--- src/rtl/ld_pkg.sv ---
`default_nettype none
// ============================================================================
// Package     : ld_pkg
// Description : Opcodes, load-buffer entry states and effective-address helper
// Revision    : 1.0
// ============================================================================
package ld_pkg;

    localparam logic [3:0] OP_LD  = 4'd4;
    localparam logic [3:0] OP_LDR = 4'd5;

    typedef enum logic [2:0] {
        ST_FREE   = 3'd0,
        ST_LOOKUP = 3'd1,
        ST_ISSUE  = 3'd2,
        ST_WAIT   = 3'd3,
        ST_DONE   = 3'd4
    } ent_state_t;

    // Computed at 32 bits; callers truncate to their address width, giving wrap.
    function automatic logic [31:0] eff_addr(input logic [3:0]  op,
                                             input logic [31:0] base,
                                             input logic [31:0] offset);
        return (op == OP_LDR) ? (base + offset) : base;
    endfunction

endpackage
`default_nettype wire

--- src/rtl/ld_fa_cache.sv ---
`default_nettype none
// ============================================================================
// Module      : ld_fa_cache
// Description : Fully-associative one-word-per-line cache, FIFO replacement
// Revision    : 1.0
// ============================================================================
module ld_fa_cache #(
    parameter int NUM_LINES = 4,
    parameter int ADDR_W    = 16,
    parameter int DATA_W    = 16
) (
    input  logic              clk,
    input  logic              rst,
    input  logic [ADDR_W-1:0] lookup_addr,
    output logic              hit,
    output logic [DATA_W-1:0] hit_data,
    input  logic              fill_en,
    input  logic [ADDR_W-1:0] fill_addr,
    input  logic [DATA_W-1:0] fill_data
);

    localparam int PTR_W = (NUM_LINES > 1) ? $clog2(NUM_LINES) : 1;

    logic              r_valid [NUM_LINES];
    logic [ADDR_W-1:0] r_tag   [NUM_LINES];
    logic [DATA_W-1:0] r_data  [NUM_LINES];
    logic [PTR_W-1:0]  r_ptr;

    logic              w_res_hit;
    logic [PTR_W-1:0]  w_res_idx;

    always_comb begin
        hit       = 1'b0;
        hit_data  = '0;
        w_res_hit = 1'b0;
        w_res_idx = '0;
        for (int i = 0; i < NUM_LINES; i++) begin
            if (r_valid[i] && (r_tag[i] == lookup_addr)) begin
                hit      = 1'b1;
                hit_data = r_data[i];
            end
            if (r_valid[i] && (r_tag[i] == fill_addr)) begin
                w_res_hit = 1'b1;
                w_res_idx = PTR_W'(i);
            end
        end
    end

    // A refill of a resident address rewrites that line and leaves the FIFO alone.
    always_ff @(posedge clk or posedge rst) begin
        if (rst) begin
            for (int i = 0; i < NUM_LINES; i++) begin
                r_valid[i] <= 1'b0;
                r_tag[i]   <= '0;
                r_data[i]  <= '0;
            end
            r_ptr <= '0;
        end else if (fill_en) begin
            if (w_res_hit) begin
                r_data[w_res_idx] <= fill_data;
            end else begin
                r_valid[r_ptr] <= 1'b1;
                r_tag[r_ptr]   <= fill_addr;
                r_data[r_ptr]  <= fill_data;
                r_ptr          <= (r_ptr == PTR_W'(NUM_LINES - 1)) ? '0 : r_ptr + PTR_W'(1);
            end
        end
    end

endmodule
`default_nettype wire

--- src/rtl/ld_nb_unit.sv ---
`default_nettype none
// ============================================================================
// Module      : ld_nb_unit
// Description : Non-blocking LD/LDR unit: load buffer, miss issue, retire.
//               Define LD_MERGE_EN to merge same-address outstanding misses.
// Revision    : 1.0
// ============================================================================
module ld_nb_unit
    import ld_pkg::*;
#(
    parameter int ADDR_W    = 16,
    parameter int DATA_W    = 16,
    parameter int RS_W      = 6,
    parameter int DEPTH     = 4,
    parameter int NUM_LINES = 4
) (
    input  logic              clk,
    input  logic              rst,
    input  logic              valid,
    input  logic [RS_W-1:0]   rs_num,
    input  logic [3:0]        op,
    input  logic [ADDR_W-1:0] val0,
    input  logic [ADDR_W-1:0] val1,
    output logic              busy,
    output logic              valid_out,
    output logic [RS_W-1:0]   rs_num_out,
    output logic [3:0]        op_out,
    output logic [DATA_W-1:0] res_out,
    output logic              mem_re,
    output logic [ADDR_W-1:0] mem_raddr,
    input  logic              mem_ready,
    input  logic [ADDR_W-1:0] mem_addr_out,
    input  logic [DATA_W-1:0] mem_data_out
);

    localparam int IDX_W = (DEPTH > 1) ? $clog2(DEPTH) : 1;

    ent_state_t        r_state    [DEPTH];
    ent_state_t        w_state_nxt[DEPTH];
    logic [ADDR_W-1:0] r_addr     [DEPTH];
    logic [RS_W-1:0]   r_rs       [DEPTH];
    logic [3:0]        r_op       [DEPTH];
    logic [DATA_W-1:0] r_data     [DEPTH];
    logic [DATA_W-1:0] w_data_nxt [DEPTH];

    logic [DEPTH-1:0]  w_fill_match;
    logic              w_free_any, w_lk_any, w_iss_any, w_ret_any;
    logic [IDX_W-1:0]  w_free_idx, w_lk_idx, w_iss_idx, w_ret_idx;
    logic              w_accept, w_merge, w_hit;
    logic [ADDR_W-1:0] w_new_addr, w_lk_addr;
    logic [DATA_W-1:0] w_hit_data;

    assign w_new_addr = ADDR_W'(eff_addr(op, 32'(val0), 32'(val1)));
    assign w_accept   = valid && w_free_any;
    assign busy       = !w_free_any;
    assign w_lk_addr  = r_addr[w_lk_idx];
    assign mem_re     = w_iss_any;
    assign mem_raddr  = r_addr[w_iss_idx];

    always_comb begin
        w_fill_match = '0;
        for (int i = 0; i < DEPTH; i++) begin
            w_fill_match[i] = mem_ready && (r_addr[i] == mem_addr_out);
        end
    end

    // Priority pickers: descending scan leaves the lowest matching index.
    always_comb begin
        w_free_any = 1'b0;  w_free_idx = '0;
        w_lk_any   = 1'b0;  w_lk_idx   = '0;
        w_iss_any  = 1'b0;  w_iss_idx  = '0;
        w_ret_any  = 1'b0;  w_ret_idx  = '0;
        for (int i = DEPTH - 1; i >= 0; i--) begin
            if (r_state[i] == ST_FREE) begin
                w_free_any = 1'b1;  w_free_idx = IDX_W'(i);
            end
            if (r_state[i] == ST_LOOKUP) begin
                w_lk_any = 1'b1;  w_lk_idx = IDX_W'(i);
            end
            if ((r_state[i] == ST_ISSUE) && !w_fill_match[i]) begin
                w_iss_any = 1'b1;  w_iss_idx = IDX_W'(i);
            end
            if (r_state[i] == ST_DONE) begin
                w_ret_any = 1'b1;  w_ret_idx = IDX_W'(i);
            end
        end
    end

    always_comb begin
        w_merge = 1'b0;
`ifdef LD_MERGE_EN
        for (int j = 0; j < DEPTH; j++) begin
            if (w_lk_any && ((r_state[j] == ST_ISSUE) || (r_state[j] == ST_WAIT)) &&
                (r_addr[j] == w_lk_addr)) begin
                w_merge = 1'b1;
            end
        end
`endif
    end

    ld_fa_cache #(
        .NUM_LINES (NUM_LINES),
        .ADDR_W    (ADDR_W),
        .DATA_W    (DATA_W)
    ) u_l1d (
        .clk         (clk),
        .rst         (rst),
        .lookup_addr (w_lk_addr),
        .hit         (w_hit),
        .hit_data    (w_hit_data),
        .fill_en     (mem_ready),
        .fill_addr   (mem_addr_out),
        .fill_data   (mem_data_out)
    );

    // At most one entry is in LOOKUP per cycle, so the single cache port suffices.
    always_comb begin
        for (int i = 0; i < DEPTH; i++) begin
            w_state_nxt[i] = r_state[i];
            w_data_nxt[i]  = r_data[i];
            case (r_state[i])
                ST_FREE: begin
                    if (w_accept && (w_free_idx == IDX_W'(i))) w_state_nxt[i] = ST_LOOKUP;
                end
                ST_LOOKUP: begin
                    if (w_fill_match[i]) begin
                        w_state_nxt[i] = ST_DONE;
                        w_data_nxt[i]  = mem_data_out;
                    end else if (w_hit) begin
                        w_state_nxt[i] = ST_DONE;
                        w_data_nxt[i]  = w_hit_data;
                    end else if (w_merge) begin
                        w_state_nxt[i] = ST_WAIT;
                    end else begin
                        w_state_nxt[i] = ST_ISSUE;
                    end
                end
                ST_ISSUE: begin
                    if (w_fill_match[i]) begin
                        w_state_nxt[i] = ST_DONE;
                        w_data_nxt[i]  = mem_data_out;
                    end else if (w_iss_any && (w_iss_idx == IDX_W'(i))) begin
                        w_state_nxt[i] = ST_WAIT;
                    end
                end
                ST_WAIT: begin
                    if (w_fill_match[i]) begin
                        w_state_nxt[i] = ST_DONE;
                        w_data_nxt[i]  = mem_data_out;
                    end
                end
                ST_DONE: begin
                    if (w_ret_any && (w_ret_idx == IDX_W'(i))) w_state_nxt[i] = ST_FREE;
                end
                default: w_state_nxt[i] = ST_FREE;
            endcase
        end
    end

    always_ff @(posedge clk or posedge rst) begin
        if (rst) begin
            for (int i = 0; i < DEPTH; i++) begin
                r_state[i] <= ST_FREE;
                r_addr[i]  <= '0;
                r_rs[i]    <= '0;
                r_op[i]    <= '0;
                r_data[i]  <= '0;
            end
            valid_out  <= 1'b0;
            rs_num_out <= '0;
            op_out     <= '0;
            res_out    <= '0;
        end else begin
            for (int i = 0; i < DEPTH; i++) begin
                r_state[i] <= w_state_nxt[i];
                r_data[i]  <= w_data_nxt[i];
                if (w_accept && (w_free_idx == IDX_W'(i))) begin
                    r_addr[i] <= w_new_addr;
                    r_rs[i]   <= rs_num;
                    r_op[i]   <= op;
                end
            end
            valid_out <= w_ret_any;
            if (w_ret_any) begin
                rs_num_out <= r_rs[w_ret_idx];
                op_out     <= r_op[w_ret_idx];
                res_out    <= r_data[w_ret_idx];
            end
        end
    end

endmodule
`default_nettype wire

--- config.mk ---
export PLATFORM = sky130hd
export DESIGN_NAME = ld_nb_unit
export DESIGN_NICKNAME = d
export VERILOG_FILES = /design/src/rtl/ld_pkg.sv /design/src/rtl/ld_fa_cache.sv /design/src/rtl/ld_nb_unit.sv
export SDC_FILE = /design/constraint.sdc
export NUM_CORES = 1
export LEC_CHECK = 0
export ABC_AREA = 1
export CAP_MARGIN = 10
export CORE_MARGIN = 5
export CORE_UTILIZATION = 53
export CTS_CLUSTER_SIZE = 8
export DETAILED_ROUTE_END_ITERATION = 12
export PLACE_DENSITY = 0.71
export SLEW_MARGIN = 30
export SYNTH_ARGS = -nofsm -noshare
export SYNTH_HDL_FRONTEND = slang
export SYNTH_SLANG_ARGS = --single-unit
--- constraint.sdc ---
create_clock -name clk -period 14.8 [get_ports clk]
set_input_delay 2.96 -clock clk [delete_from_list [all_inputs] [get_ports clk]]
set_output_delay 2.96 -clock clk [all_outputs]
set_load 0.02 [all_outputs]
### Word-level counts from Yosys, hierarchy flattened

Index checks and enable logic that the tools add are counted.

| storage, ports and cells | value |
|---|---|
| bits in registers | 341 |
| input bits | 78 |
| output and inout bits | 45 |
| logic and storage cells | 288 |

| cells by class | value |
|---|---|
| add/sub/neg operators | 2 |
| order comparisons | 7 |
| eq/ne operators | 63 |
| mux-type cells | 112 |
| bitwise operators | 7 |
| reduce and logical (&&, ||, !) cells | 60 |

Operators with widths:

| cell | count |
|---|---|
| $mux W16 | 22 |
| $bwmux W64 | 3 |
| $eq A16 B16 Y1 | 12 |
| $pmux W16 S2 | 4 |
| $bmux W16 S2 | 3 |
| $mux W3 | 25 |
| $demux W16 S2 | 2 |
| $mux W64 | 1 |
| $pmux W3 S5 | 4 |
| $mux W2 | 19 |
| $logic_and A1 B1 Y1 | 31 |
| $eq A3 B2 Y1 const B | 8 |
| $ne A2 B1 Y1 const B | 12 |
| $ne A3 B2 Y1 const B | 8 |
| $mux W1 | 22 |
| $add A16 B16 Y16 | 1 |
| $reduce_and A4 Y1 | 4 |
| $ge A3 B3 Y1 const B | 5 |
| $not A2 Y3 | 5 |
| $eq A2 B2 Y1 const B | 7 |
| $bmux W6 S2 | 1 |
| $eq A3 B1 Y1 const B | 4 |
| $eq A3 B3 Y1 const B | 4 |
| $logic_not A3 Y1 | 4 |
| other kinds (17) | 40 |

### Depth between registers and ports, before layout

| depth | value |
|---|---|
| depth in word-level cells | 18 |
| gate-level depth with buffers | 25 |
| depth with buffers taken out | 23 |

### Modules after synthesis

From an unflattened synthesis, not the netlist that was laid out.

| second synthesis, totals | value |
|---|---|
| cells, all modules | 3188 |
| area, all modules | 21480.6 µm² |

By module, submodules not included:

| module | times used | cells each | area an instance (µm²) | seq. area each (µm²) |
|---|---|---|---|---|
| ld_nb_unit | 1 | 1868 | 12942.4 | 5180.0 |
| ld_fa_cache | 1 | 1320 | 8538.2 | 3353.2 |

### Least setup slack after synthesis

Ideal clock, no wire load.

| timing | value |
|---|---|
| kind | input port to output port |
| start | in mem_addr_out[2] |
| end | out mem_raddr[10] |
| arrival time | 5.297 ns |
| required time | 11.840 ns |
| path slack | 6.543 ns |
| cell stages on the path | 12 |
| path buffers | 3 |
| path through | clkbuf_1 > buf_1 > xnor2_1 > inv_1 > nor4_1 > nand4_1 > nand3_1 > nand2_1 > nor2_1 > clkbuf_1 > nand2_1 > o211ai_1 |

| between the ends | value |
|---|---|
| cells in the longest elaborated chain, start to end | 12 |
| elaborated cells between the ends (all ways) | 24 |
| those cells by class | eq/ne (4); mux (7); bitwise (1); reduce/logical (12) |

RTL lines:

| element | RTL line | RTL |
|---|---|---|
| from (decl) | ld_nb_unit.sv:32 | `input logic [ADDR_W-1:0] mem_addr_out,` |
| $eq A16 B16 Y1 | ld_nb_unit.sv:63 | `w_fill_match[i] = mem_ready && (r_addr[i] == mem_addr_out);` |
| $logic_and A1 B1 Y1 | ld_nb_unit.sv:63 |  |
| $logic_not A1 Y1 | ld_nb_unit.sv:80 | `if ((r_state[i] == ST_ISSUE) && !w_fill_match[i]) begin` |
| $logic_and A1 B1 Y1 | ld_nb_unit.sv:80 |  |
| $mux W2 (3 in series) | ld_nb_unit.sv:80 |  |
| $mux W2 * | ld_nb_unit.sv:80 |  |
| $not A2 Y3 (not written as such) * | ld_nb_unit.sv:58 | `assign mem_raddr = r_addr[w_iss_idx];` |
| $bmux W16 S2 * | ld_nb_unit.sv:58 |  |
| $mux W16 (not written as such) * (2 in series) | ld_nb_unit.sv:58 |  |
| to (decl) | ld_nb_unit.sv:30 | `output logic [ADDR_W-1:0] mem_raddr,` |

Every way passes the cells marked *; elsewhere a longest branch is shown, timed or not. The select of a mux whose other input is x is not followed.

### Final worst setup path

| timing | value |
|---|---|
| start | in mem_addr_out[15] |
| end | out mem_raddr[14] |

Same word-level chain as after synthesis.

==> results.sh <==
export IMPL_run_status="finished, final reports clean"
export IMPL_cts_reportedPaths_clkPinSlew_ps=50
export IMPL_grt_start_max_net_pins=115
export IMPL_crit_fanout=17
export IMPL_die_area_mm2=0.0452
export IMPL_finalWeightedCongestion=1.00
export IMPL_finalWirelength_um=87400
export IMPL_seq_power_share_pct=31.8
export IMPL_final_hold_vios=0
export IMPL_synth_edf_count=0
export IMPL_drive_above_1_share_pct=5.04
export IMPL_routed_wire_length_per_instance_um=22.9
export IMPL_worst_hold_path_type="register to register"
export IMPL_max_slew_margin_pct=31.6
export IMPL_clock_skew_final_ps=38.5
export IMPL_drv_slew=0
export IMPL_critPathLaunchType="input pin"
export IMPL_initialDrtViolationCount=3203
export IMPL_grt_first_pass_wirelength_um=133000
export IMPL_fin_crit_ps=10580
export IMPL_power_internal_mw=2.53
export IMPL_worstSkewPairLatency_ps=610
export IMPL_net_switching_power_mw=2.33
export IMPL_drt_drc_violations_left=0
export IMPL_post_cts_setup_buffers=0
export IMPL_post_synth_num_cell_types=49
export IMPL_fin_nets=3369
export IMPL_post_place_setup_slack_ps=4280
export IMPL_cp_arrival_ps=7620
export IMPL_floorplan_die_width_um=213
export IMPL_placement_rows=74
export IMPL_post_layout_nonfiller_instances=3809
export IMPL_critPathKind="input pin to output port"
export IMPL_synth_warning_count=0
export IMPL_actual_slew_at_the_worst_max_slew_pin_ps=1030
export IMPL_period_share_pct=71.5
export IMPL_initial_core_utilization_pct=53.4
export IMPL_netlist_instances=3217
export IMPL_power_leakage_nw=12.0
export IMPL_final_critical_path_setup_slack_ps=4220
export IMPL_syn_nets=3315
export IMPL_wp_data_required_ps=11840
export IMPL_achievable_frequency_mhz=94.5
export IMPL_gr_total_overflow=0
export IMPL_via_count_of_the_first_global_routing_pass=22700
export IMPL_i_o_buffers=122
export IMPL_placed_cells_incl_taps=3752
export IMPL_cts_max_path_buffers=3
export IMPL_maxCapViolCount=0
export IMPL_clock_power_share_pct=20.9
export IMPL_number_of_vias_in_the_routed_layout=23600
export IMPL_clockRootBuffer="clkbuf_16"
export IMPL_initial_antenna_violation_count=0
export IMPL_switching_share_pct=48.0
export IMPL_cts_tree="yes"
export IMPL_postSynth_asyncResetShare_pct=100
export IMPL_die_y_um=213
export IMPL_rsz0062_at_grt="false"
export IMPL_p_per_area_mw_per_mm2=197
export IMPL_dp_final_hpwl_um=64000
export IMPL_power_frac_comb_pct=47.2
export IMPL_diodes=0
export IMPL_synthToLayoutAreaGrowth_pct=13.3
export IMPL_cts_repair_resized=0
export IMPL_detail_route_antenna_nets=0
export IMPL_setup_viol=0
export IMPL_tns_ps=0
export IMPL_avgViaCountPerCell=6.19
export IMPL_io_pin_count=123
export IMPL_cts_sink_count=341
export IMPL_ys_seq_elements=341
export IMPL_cts_htree_levels=2
export IMPL_ys_seq_area_share_pct=39.2
export IMPL_mappedNetlistArea_mm2=0.0217
export IMPL_endpoint_kind="output port"
export IMPL_cts_buffers=49
export IMPL_synthFlopType="dfrtp_1"
export IMPL_cts_hold_fix_buffers=0
export IMPL_synth_area_per_cell_um2=6.76
export IMPL_drt_pass1_iter_count=9
export IMPL_util_after_layout_pct=60.4
export IMPL_grt_usage_pct=38.2
export IMPL_vdd_ir_drop_max_mv=0.135
export IMPL_core_area_mm2=0.0407
## layer usage
metal  vias to the layer above  track usage [%]  wire length, µm
li1                      10600                -                -
met1                     11200             53.6            35100
met2                      1556             57.2            37800
met3                       218             10.2            11000
met4                         2             13.7             3450
met5                         -            0.754               43
## layout make-up
| type | instances | area, µm² |
|---|---|---|
| sequential | 341 | 8530 |
| multi-input combinational | 2389 | 11400 |
| clock buffer | 52 | 1240 |
| fill | 3796 | 16100 |
| timing repair buffer | 144 | 1400 |
| tap | 532 | 666 |
| clock inverter | 5 | 92.6 |
| inverter | 346 | 1310 |
## logic make-up after synthesis
group                    Yosys count  share of synthesized area (%)
XOR/XNOR                          51                           2.05
AO/OA/AOI/OAI                    566                           14.2
flip-flops                       341                           39.2
AND/OR/NAND/NOR                 1752                           34.6
buffers and inverters            487                           8.72
adder cells (fa/ha/maj)           20                           1.19
## power by group through the flow
stage | registers, mW | clock network, mW | logic [mW]
after detailed placement | 1.53 | 0 | 2.23
after CTS | 1.53 | 1.02 | 2.24
final | 1.55 | 1.02 | 2.30
after global routing | 1.57 | 1.06 | 2.51
after floorplan | 1.42 | 0 | 1.49
after global placement | 1.53 | 0 | 2.19
## layout by cell type, fill, tap and decap left out, types with 7 or more instances in the layout
cell type / n
o21ai_1: 7
nand2_2: 11
or2_2: 10
clkdlybuf4s50_1: 122
nor2_2: 16
xor2_1: 35
nand4_1: 64
o211ai_1: 34
nand3_1: 286
clkbuf_16: 49
o2111ai_1: 9
nand3_2: 17
buf_4: 19
xnor2_1: 16
inv_2: 15
inv_1: 324
nor2_1: 348
nor3_1: 39
ha_1: 19
dfrtp_1: 341
o22ai_1: 17
nand3b_1: 11
nand2_1: 908
a31oi_1: 29
nor4_1: 22
o21ai_0: 284
a21oi_1: 160
## synthesized netlist by cell type, types with 4 or more instances
cell | number | share of area (%)
nand2_1 | 909 | 16
nor2_1 | 358 | 6.2
dfrtp_1 | 341 | 39
inv_1 | 329 | 5.7
nand3_1 | 286 | 6.6
o21ai_0 | 284 | 6.5
a21oi_1 | 163 | 3.8
clkbuf_1 | 105 | 1.8
nand4_1 | 64 | 1.8
nor3_1 | 40 | 0.92
xor2_1 | 35 | 1.4
o211ai_1 | 34 | 1.2
a31oi_1 | 30 | 0.86
nor4_1 | 24 | 0.69
buf_2 | 21 | 0.48
ha_1 | 19 | 1.1
nand3_2 | 17 | 0.78
o22ai_1 | 17 | 0.49
xnor2_1 | 16 | 0.64
nand3b_1 | 11 | 0.38
nand2_2 | 10 | 0.29
or2_2 | 10 | 0.29
inv_2 | 9 | 0.16
o2111ai_1 | 9 | 0.36
clkinv_1 | 8 | 0.14
buf_4 | 7 | 0.24
nor2_2 | 7 | 0.20
o21ai_1 | 7 | 0.16
a2111oi_0 | 6 | 0.24
buf_1 | 6 | 0.10
a211oi_1 | 5 | 0.17
o221ai_1 | 4 | 0.16
## registers in the layout, indices dropped and copies added (netlist names), 6 cells and up
name	cells
r_addr	64
r_data	64
u_l1d.r_data	64
u_l1d.r_tag	64
r_rs	24
r_op	16
res_out	16
r_state	12
rs_num_out	6
## worst max-delay path: stages
cell and delay (ps):
clkdlybuf4s50_1 840, clkinv_1 490, nand2_1 210, nand2_1 110, nor3_1 190, o2111ai_1 130, nor2_1 350, nand3_1 200
nand3_1 180, nand2_1 100, inv_1 100, nand3_1 530, o211ai_1 520, clkdlybuf4s50_1 690
## stage by stage
step                      instance area (µm²)  hold WS, ps  total power [mW]
after floorplan                         21700          437              2.91
after global placement                  23300          453              3.72
after detailed placement                23300          460              3.76
after CTS                               24600          475              4.79
after global routing                    24600          489              5.14
final                                   24600          473              4.86
## final timing paths
check	startpoint	end	slack, ps	cells past startpoint
min	r_rs[11]	r_rs[11]	470	2
min reg2reg	r_rs[11]	r_rs[11]	470	2
max in group asynchronous	rst	r_addr[50]	9940	4
min in group asynchronous	rst	u_l1d.r_data[46]	2940	2
max reg2reg	r_state[11]	r_data[55]	9340	21
max	mem_addr_out[15]	mem_raddr[14]	4220	14
Note: power is estimated with default switching activity, not from simulation.
